===== config.mk =====
export PLATFORM = sky130hd
export DESIGN_NAME = alu_bist_driver_flat
export DESIGN_NICKNAME = d
export VERILOG_FILES = /design/src/rtl/alu_bist_driver_if.sv /design/src/rtl/alu_bist_driver.sv /design/src/flat_wrapper.sv
export SDC_FILE = /design/constraint.sdc
export NUM_CORES = 1
export LEC_CHECK = 0
export ABC_AREA = 1
export BUFFER_PORTS_ARGS = -buffer_cell sky130_fd_sc_hd__buf_2
export CORE_UTILIZATION = 49
export DETAILED_ROUTE_END_ITERATION = 10
export HOLD_SLACK_MARGIN = 0.06
export PLACE_DENSITY = 0.74
export SLEW_MARGIN = 20
export SYNTH_ARGS = -nofsm -noshare
export SYNTH_HDL_FRONTEND = slang
export SYNTH_SLANG_ARGS = --single-unit

===== constraint.sdc =====
create_clock -name clk -period 1.8 [get_ports clk]
set_clock_uncertainty 0.1 [all_clocks]
set_input_delay 0.18 -clock clk [delete_from_list [all_inputs] [get_ports clk]]
set_output_delay 0.18 -clock clk [all_outputs]
set_load 0.05 [all_outputs]

===== src/rtl/alu_bist_driver_if.sv =====
// Operand/result bus between the BIST driver and the registered ALU wrapper.
// master = driver side, slave = ALU wrapper side.
interface alu_bist_driver_if;
    logic [31:0] alu_a;
    logic [31:0] alu_b;
    logic [3:0]  alu_op;
    logic [4:0]  alu_shamt;
    logic [31:0] alu_result;
    logic        alu_cout;
    logic        alu_over;
    logic        alu_zero;
    logic        alu_neg;

    modport master (
        output alu_a, alu_b, alu_op, alu_shamt,
        input  alu_result, alu_cout, alu_over, alu_zero, alu_neg
    );

    modport slave (
        input  alu_a, alu_b, alu_op, alu_shamt,
        output alu_result, alu_cout, alu_over, alu_zero, alu_neg
    );
endinterface


===== src/rtl/alu_bist_driver.sv =====
// ALU self-test initiator: issues LFSR operands to the ALU wrapper and folds the
// responses, captured LAT cycles later, into a 32-bit MISR signature.
module alu_bist_driver #(
    parameter int unsigned N_VECTORS = 32'd256,
    parameter int unsigned LAT       = 32'd2,
    parameter logic [31:0] SEED_A    = 32'h0000_0001,
    parameter logic [31:0] SEED_B    = 32'hACE1_2468,
    parameter logic [31:0] POLY      = 32'h0040_0007
) (
    input  logic                      clk,
    input  logic                      rst,
    input  logic                      start,
    alu_bist_driver_if.master         alu,
    output logic                      busy,
    output logic                      done,
    output logic [31:0]               signature,
    output logic [15:0]               vec_count
);

    localparam logic [31:0] SEED_A_EFF = (SEED_A == 32'h0000_0000) ? 32'h0000_0001 : SEED_A;
    localparam logic [31:0] SEED_B_EFF = (SEED_B == 32'h0000_0000) ? 32'h0000_0001 : SEED_B;
    localparam logic [15:0] LAST_IDX   = 16'(N_VECTORS - 32'd1);

    typedef enum logic [1:0] {
        S_IDLE  = 2'd0,
        S_RUN   = 2'd1,
        S_DRAIN = 2'd2,
        S_DONE  = 2'd3
    } state_e;

    function automatic logic [31:0] lfsr_step(input logic [31:0] x);
        return {x[30:0], 1'b0} ^ (x[31] ? POLY : 32'h0000_0000);
    endfunction

    state_e           state_q, state_d;
    logic [31:0]      lfsr_a_q, lfsr_a_d;
    logic [31:0]      lfsr_b_q, lfsr_b_d;
    logic [15:0]      issue_cnt_q, issue_cnt_d;
    logic [31:0]      alu_a_q, alu_a_d;
    logic [31:0]      alu_b_q, alu_b_d;
    logic [3:0]       alu_op_q, alu_op_d;
    logic             port_vld_q, port_vld_d;
    logic [LAT-1:0]   vpipe_q, vpipe_d;
    logic [31:0]      sig_q, sig_d;
    logic [15:0]      vec_cnt_q, vec_cnt_d;
    logic             busy_q, busy_d;
    logic             done_q, done_d;

    // port_vld_q marks the vector currently on the ports; vpipe_q follows it so
    // the top bit is set exactly in the cycle its response is at the inputs.
    logic [LAT:0]     vld_all_s;
    logic [31:0]      capture_s;
    logic             tap_s;

    // Next-state, vector generation, capture and MISR update.
    always_comb begin
        vld_all_s   = {vpipe_q, port_vld_q};
        vpipe_d     = vld_all_s[LAT-1:0];
        tap_s       = vpipe_q[LAT-1];
        capture_s   = alu.alu_result ^ {alu.alu_cout, alu.alu_over, alu.alu_zero, alu.alu_neg, 28'h000_0000};

        state_d     = state_q;
        lfsr_a_d    = lfsr_a_q;
        lfsr_b_d    = lfsr_b_q;
        issue_cnt_d = issue_cnt_q;
        alu_a_d     = 32'h0000_0000;
        alu_b_d     = 32'h0000_0000;
        alu_op_d    = 4'h0;
        port_vld_d  = 1'b0;
        sig_d       = sig_q;
        vec_cnt_d   = vec_cnt_q;

        if (tap_s && ((state_q == S_RUN) || (state_q == S_DRAIN))) begin
            sig_d     = lfsr_step(sig_q) ^ capture_s;
            vec_cnt_d = vec_cnt_q + 16'd1;
        end else begin
            sig_d     = sig_q;
            vec_cnt_d = vec_cnt_q;
        end

        case (state_q)
            S_IDLE, S_DONE: begin
                if (start) begin
                    lfsr_a_d    = SEED_A_EFF;
                    lfsr_b_d    = SEED_B_EFF;
                    issue_cnt_d = 16'd0;
                    sig_d       = 32'h0000_0000;
                    vec_cnt_d   = 16'd0;
                    state_d     = S_RUN;
                end else begin
                    state_d     = state_q;
                end
            end
            S_RUN: begin
                alu_a_d     = lfsr_a_q;
                alu_b_d     = lfsr_b_q;
                alu_op_d    = issue_cnt_q[3:0];
                port_vld_d  = 1'b1;
                lfsr_a_d    = lfsr_step(lfsr_a_q);
                lfsr_b_d    = lfsr_step(lfsr_b_q);
                issue_cnt_d = issue_cnt_q + 16'd1;
                if (issue_cnt_q == LAST_IDX) begin
                    state_d = S_DRAIN;
                end else begin
                    state_d = S_RUN;
                end
            end
            S_DRAIN: begin
                // Leave once only the capturing tap (if any) is still set.
                if (vpipe_d == '0) begin
                    state_d = S_DONE;
                end else begin
                    state_d = S_DRAIN;
                end
            end
            default: begin
                state_d = S_IDLE;
            end
        endcase

        busy_d = (state_d == S_RUN) || (state_d == S_DRAIN);
        done_d = (state_d == S_DONE);
    end

    // State and registered outputs, synchronous reset.
    always_ff @(posedge clk) begin
        if (rst) begin
            state_q     <= S_IDLE;
            lfsr_a_q    <= SEED_A_EFF;
            lfsr_b_q    <= SEED_B_EFF;
            issue_cnt_q <= 16'd0;
            alu_a_q     <= 32'h0000_0000;
            alu_b_q     <= 32'h0000_0000;
            alu_op_q    <= 4'h0;
            port_vld_q  <= 1'b0;
            vpipe_q     <= '0;
            sig_q       <= 32'h0000_0000;
            vec_cnt_q   <= 16'd0;
            busy_q      <= 1'b0;
            done_q      <= 1'b0;
        end else begin
            state_q     <= state_d;
            lfsr_a_q    <= lfsr_a_d;
            lfsr_b_q    <= lfsr_b_d;
            issue_cnt_q <= issue_cnt_d;
            alu_a_q     <= alu_a_d;
            alu_b_q     <= alu_b_d;
            alu_op_q    <= alu_op_d;
            port_vld_q  <= port_vld_d;
            vpipe_q     <= vpipe_d;
            sig_q       <= sig_d;
            vec_cnt_q   <= vec_cnt_d;
            busy_q      <= busy_d;
            done_q      <= done_d;
        end
    end

    assign alu.alu_a     = alu_a_q;
    assign alu.alu_b     = alu_b_q;
    assign alu.alu_op    = alu_op_q;
    assign alu.alu_shamt = 5'b00000;
    assign busy          = busy_q;
    assign done          = done_q;
    assign signature     = sig_q;
    assign vec_count     = vec_cnt_q;

endmodule


===== src/flat_wrapper.sv =====
// flat-port wrapper written by rule: the top's interface ports become plain ports
module alu_bist_driver_flat 
#(
    parameter int unsigned N_VECTORS = 32'd256,
    parameter int unsigned LAT       = 32'd2,
    parameter logic [31:0] SEED_A    = 32'h0000_0001,
    parameter logic [31:0] SEED_B    = 32'hACE1_2468,
    parameter logic [31:0] POLY      = 32'h0040_0007
)
  (clk, rst, start, busy, done, signature, vec_count, alu_alu_a, alu_alu_b, alu_alu_op, alu_alu_shamt, alu_alu_result, alu_alu_cout, alu_alu_over, alu_alu_zero, alu_alu_neg);
  alu_bist_driver_if alu_i ();
  input  logic clk;
  input  logic rst;
  input  logic start;
  output logic busy;
  output logic done;
  output logic [31:0] signature;
  output logic [15:0] vec_count;
  output wire logic [$bits(alu_i.alu_a)-1:0] alu_alu_a;
  output wire logic [$bits(alu_i.alu_b)-1:0] alu_alu_b;
  output wire logic [$bits(alu_i.alu_op)-1:0] alu_alu_op;
  output wire logic [$bits(alu_i.alu_shamt)-1:0] alu_alu_shamt;
  input wire logic [$bits(alu_i.alu_result)-1:0] alu_alu_result;
  input wire logic [$bits(alu_i.alu_cout)-1:0] alu_alu_cout;
  input wire logic [$bits(alu_i.alu_over)-1:0] alu_alu_over;
  input wire logic [$bits(alu_i.alu_zero)-1:0] alu_alu_zero;
  input wire logic [$bits(alu_i.alu_neg)-1:0] alu_alu_neg;
  assign alu_alu_a = alu_i.alu_a;
  assign alu_alu_b = alu_i.alu_b;
  assign alu_alu_op = alu_i.alu_op;
  assign alu_alu_shamt = alu_i.alu_shamt;
  assign alu_i.alu_result = alu_alu_result;
  assign alu_i.alu_cout = alu_alu_cout;
  assign alu_i.alu_over = alu_alu_over;
  assign alu_i.alu_zero = alu_alu_zero;
  assign alu_i.alu_neg = alu_alu_neg;
  alu_bist_driver #(.N_VECTORS(N_VECTORS), .LAT(LAT), .SEED_A(SEED_A), .SEED_B(SEED_B), .POLY(POLY)) u_core (.clk(clk), .rst(rst), .start(start), .alu(alu_i), .busy(busy), .done(done), .signature(signature), .vec_count(vec_count));
endmodule

==> impl_metrics.py <==
metrics = {
    "pwr": {
        "p_leak_nw": 4.279,
        "ir_drop_mv": 0.6117,
        "total_power_mw": 12.88,
        "pwr-share-seq_pct": 38.4,
        "p_sw_mw": 4.019,
        "switching_share_pct": 31.21,
        "pwr-share-clk_pct": 34.2,
        "power.density_nw_per_um2": 1308,
        "share_comb_of_total_power_pct": 27.4,
        "p_int_mw": 8.859,
    },
    "timing": {
        "rsz0062_at_grt": "no",
        "post-route-period-util_pct": 95.99,
        "period_minus_slack_ns": 1.728,
        "finalHoldViolCount": 0,
        "finalSetupTns_ns": 0,
        "setup_viol": 0,
        "drv_slew": 0,
        "timing.fmax_mhz": 578.8,
    },
    "run": {
        "maxCapViolCount": 0,
    },
    "global_routing": {
        "grt_pass1_vias": 5973,
        "grt.overflow.total": 0,
        "grt_max_degree": 59,
        "grt_pass1_wl_mm": 28.32,
        "grt_antenna_before_repair": 0,
        "grt_usage_pct": 21.60,
    },
    "die": {
        "io-pin-count": 162,
        "core_area_um2": 14700,
        "start_util_pct": 50.72,
        "core.rowCount": 44,
        "dieArea_um2": 15710,
        "fp.dieH_um": 125.3,
        "die_w_um": 125.3,
    },
    "place": {
        "portBuffers": 156,
        "placed_cells": 1224,
        "gp_congestion": 0.8384,
        "dp.final_hpwl_mm": 10.86,
    },
    "finish": {
        "layout.nets": 1150,
        "n_antenna_cell": 0,
        "final_cell_mix": "200 x dfxtp_1, 156 x buf_2, 138 x nand2_1, 128 x nor2_1, 103 x inv_1",
        "drive_gt1_share_pct": 23.77,
        "multi_input_area_um2": 2800,
        "area_growth_pct": 32.11,
        "fillers": 1155,
        "final_common_cell": "dfxtp_1",
        "final_cells": 1303,
        "seq_area_um2": 4068,
    },
    "critical_path": {
        "worstPathRequired_ns": 2.08,
        "path_cells": "inv_2 > ha_4 > buf_6 > o21ai_4 > buf_6 > buf_6 > clkbuf_16 > o31ai_1",
        "slowest_stage": "dfxtp_2",
        "cp.arrival_ns": 2.01,
        "cpMostUsedCell": "buf_6",
        "setup.worst_path.start_class": "flip-flop",
        "ff2ff_path_depth": 8,
        "crit_path_max_fanout": 8,
        "critical_path_class": "flip-flop to flip-flop",
        "end_kind": "flip-flop",
        "cp_slowest_stage_delay_ns": 0.34,
    },
    "synth": {
        "yosys_warnings": 0,
        "netlist_area_um2": 7455,
        "synth.distinct_cells": 33,
        "netlist_instances": 891,
        "yosysSeqAreaShare_pct": 54.51,
        "syn_avg_cell_area_um2": 8.367,
        "ys_ff_latch": 203,
    },
    "clock_tree": {
        "clock_latency_ns": 0.48,
        "clkSinkCount": 203,
        "cts_made_buffers": 21,
        "clockBufferDepth": 3,
        "cts_root_buffer": "clkbuf_16",
        "clkTransAtPathRegs_ns": 0.06,
        "htreeDepth": 1,
        "cts_tree": "yes",
    },
    "routing": {
        "wirelength_mm": 17.40,
        "postRouteAntennaNets": 0,
        "drt_iter0_drc": 385,
        "drt-wirelength-per-cell_um": 13.36,
        "viasPerCell": 4.912,
        "dr.pass1.iters": 8,
        "drc": 8,
        "vias": 6400,
    },
    "hold_path": {
        "hold_depth": 5,
        "hp-class": "input port to flip-flop",
    },
    "outcome": {
        "failed_checks": "DRC",
        "outcome": "finished, violations left",
    },
}
[worst max-delay path, delay by kind of cell, from the launching register on]
kind / cells / cell delay [ns]
flip-flops: 1 / 0.34
adder cells (fa/ha/maj): 1 / 0.29
AO/OA/AOI/OAI: 2 / 0.29
buffers and inverters: 5 / 0.61
[repair_timing]
item | CTS | global route
setup buffers | 1 | 3
hold buffers | 37 | 0
setup endpoints to repair | 66 | 67
gates resized for setup | 4 | 23
gates cloned | 1 | 1
hold endpoints to repair | 34 | 0
pin swaps | 3 | 6
[area by class of cell]
type / count / share of cell area [%]
flip-flops and latches: 203 / 41.30
multi-input cells: 533 / 28.43
repair buffers: 236 / 16.39
clock buffers: 31 / 6.429
inverters: 111 / 4.282
well taps: 184 / 2.338
clock inverters: 5 / 0.8258
[per-layer routing]
layer  wire [um]  part of all wire, %  GRT usage (%)  vias to the layer above
li1            -                    -              -                     3254
met1        7560                   43          27.26                     2919
met2        8386                   48          37.63                      197
met3        1102                  6.3          4.236                       30
met4         352                  2.0          5.811                        0
met5           0                    0              0                        -
[worst paths after layout]
check / end / slack, ns / start
min: u_core.signature[31] / 0.08 / alu_alu_cout
min reg2reg: u_core.vpipe_q[1] / 0.32 / u_core.vpipe_q[0]
max: u_core.lfsr_b_q[8] / 0.07 / u_core.state_q[0]
max reg2reg: u_core.lfsr_b_q[8] / 0.07 / u_core.state_q[0]
[cell usage after synthesis]
library cell  count  area, um2
o31ai_1          40      300.3
nor2_4            4      45.04
nand2_2           2      12.51
a21oi_1          60      300.3
xor2_1            8      70.07
xnor2_1          36      315.3
nor2_8            1      20.02
buf_2            20      100.1
buf_1             4      15.01
buf_4            10      75.07
nand3_1          12      60.06
conb_1            1      3.750
o21ai_1           2      10.01
inv_1           104      390.4
o22ai_1          13      81.33
inv_4             1      6.260
a32oi_1           1      8.760
nand3b_1          3      22.52
nand2_1         140      525.5
o21a_1            1      7.510
dfxtp_1         203       4064
buf_6             2      22.52
a31oi_1           2      12.51
clkbuf_1         12      45.04
o21ai_0          49      245.2
a21boi_1          1      7.510
nand4_1           8      50.05
nor2_2            4      25.02
ha_1              5      62.56
nor3_1            4      20.02
nor2_1          131      491.7
o21ai_4           1      16.27
inv_2             6      22.52
[metrics by stage]
| step | hold slack, ns | instance area, um2 | worst slack, ns | util, % |
|---|---|---|---|---|
| global route | 0.1087 | 9848 | 0.007493 | 67.00 |
| detailed placement | 0.3181 | 8576 | -0.07846 | 58.34 |
| finish | 0.07534 | 9848 | 0.07215 | 67.00 |
| CTS | 0.06348 | 9724 | 0.01286 | 66.16 |
| global placement | 0.3156 | 8576 | -0.007526 | 58.34 |
| floorplan | 0.2601 | 7470 | 0.04913 | - |
[flip-flops by register name, summed over array words and instances (netlist names)]
name,cells
u_core.alu.alu_op,4
u_core.done,1
u_core.vec_count,16
u_core.signature,32
u_core.busy,1
u_core.lfsr_b_q,32
u_core.lfsr_a_q,32
u_core.port_vld_q,1
u_core.alu.alu_a,32
u_core.alu.alu_b,32
u_core.issue_cnt_q,16
u_core.state_q,2
u_core.vpipe_q,2
[cell families (layout without fill, tap and decap cells)]
family | count (synthesis) | after routing | synth area share [%]
compound gates | 170 | 170 | 13.28
xor+xnor | 44 | 44 | 5.170
fa+ha+maj | 5 | 5 | 0.8392
buf+inv | 159 | 383 | 9.080
flops | 203 | 203 | 54.51
other cells | 1 | 5 | 0.05030
simple gates | 309 | 309 | 17.07
[power groups by stage]
stage / Clock, mW / Sequential, mW / Combinational, mW
6_report: 4.40 / 4.94 / 3.53
3_5_place_dp: 0 / 5.02 / 3.01
2_1_floorplan: 0 / 5.40 / 1.74
3_3_place_gp: 0 / 5.01 / 2.98
5_1_grt: 4.68 / 4.97 / 3.83
4_1_cts: 4.48 / 4.93 / 3.27
(Power assumes the default switching activity.)
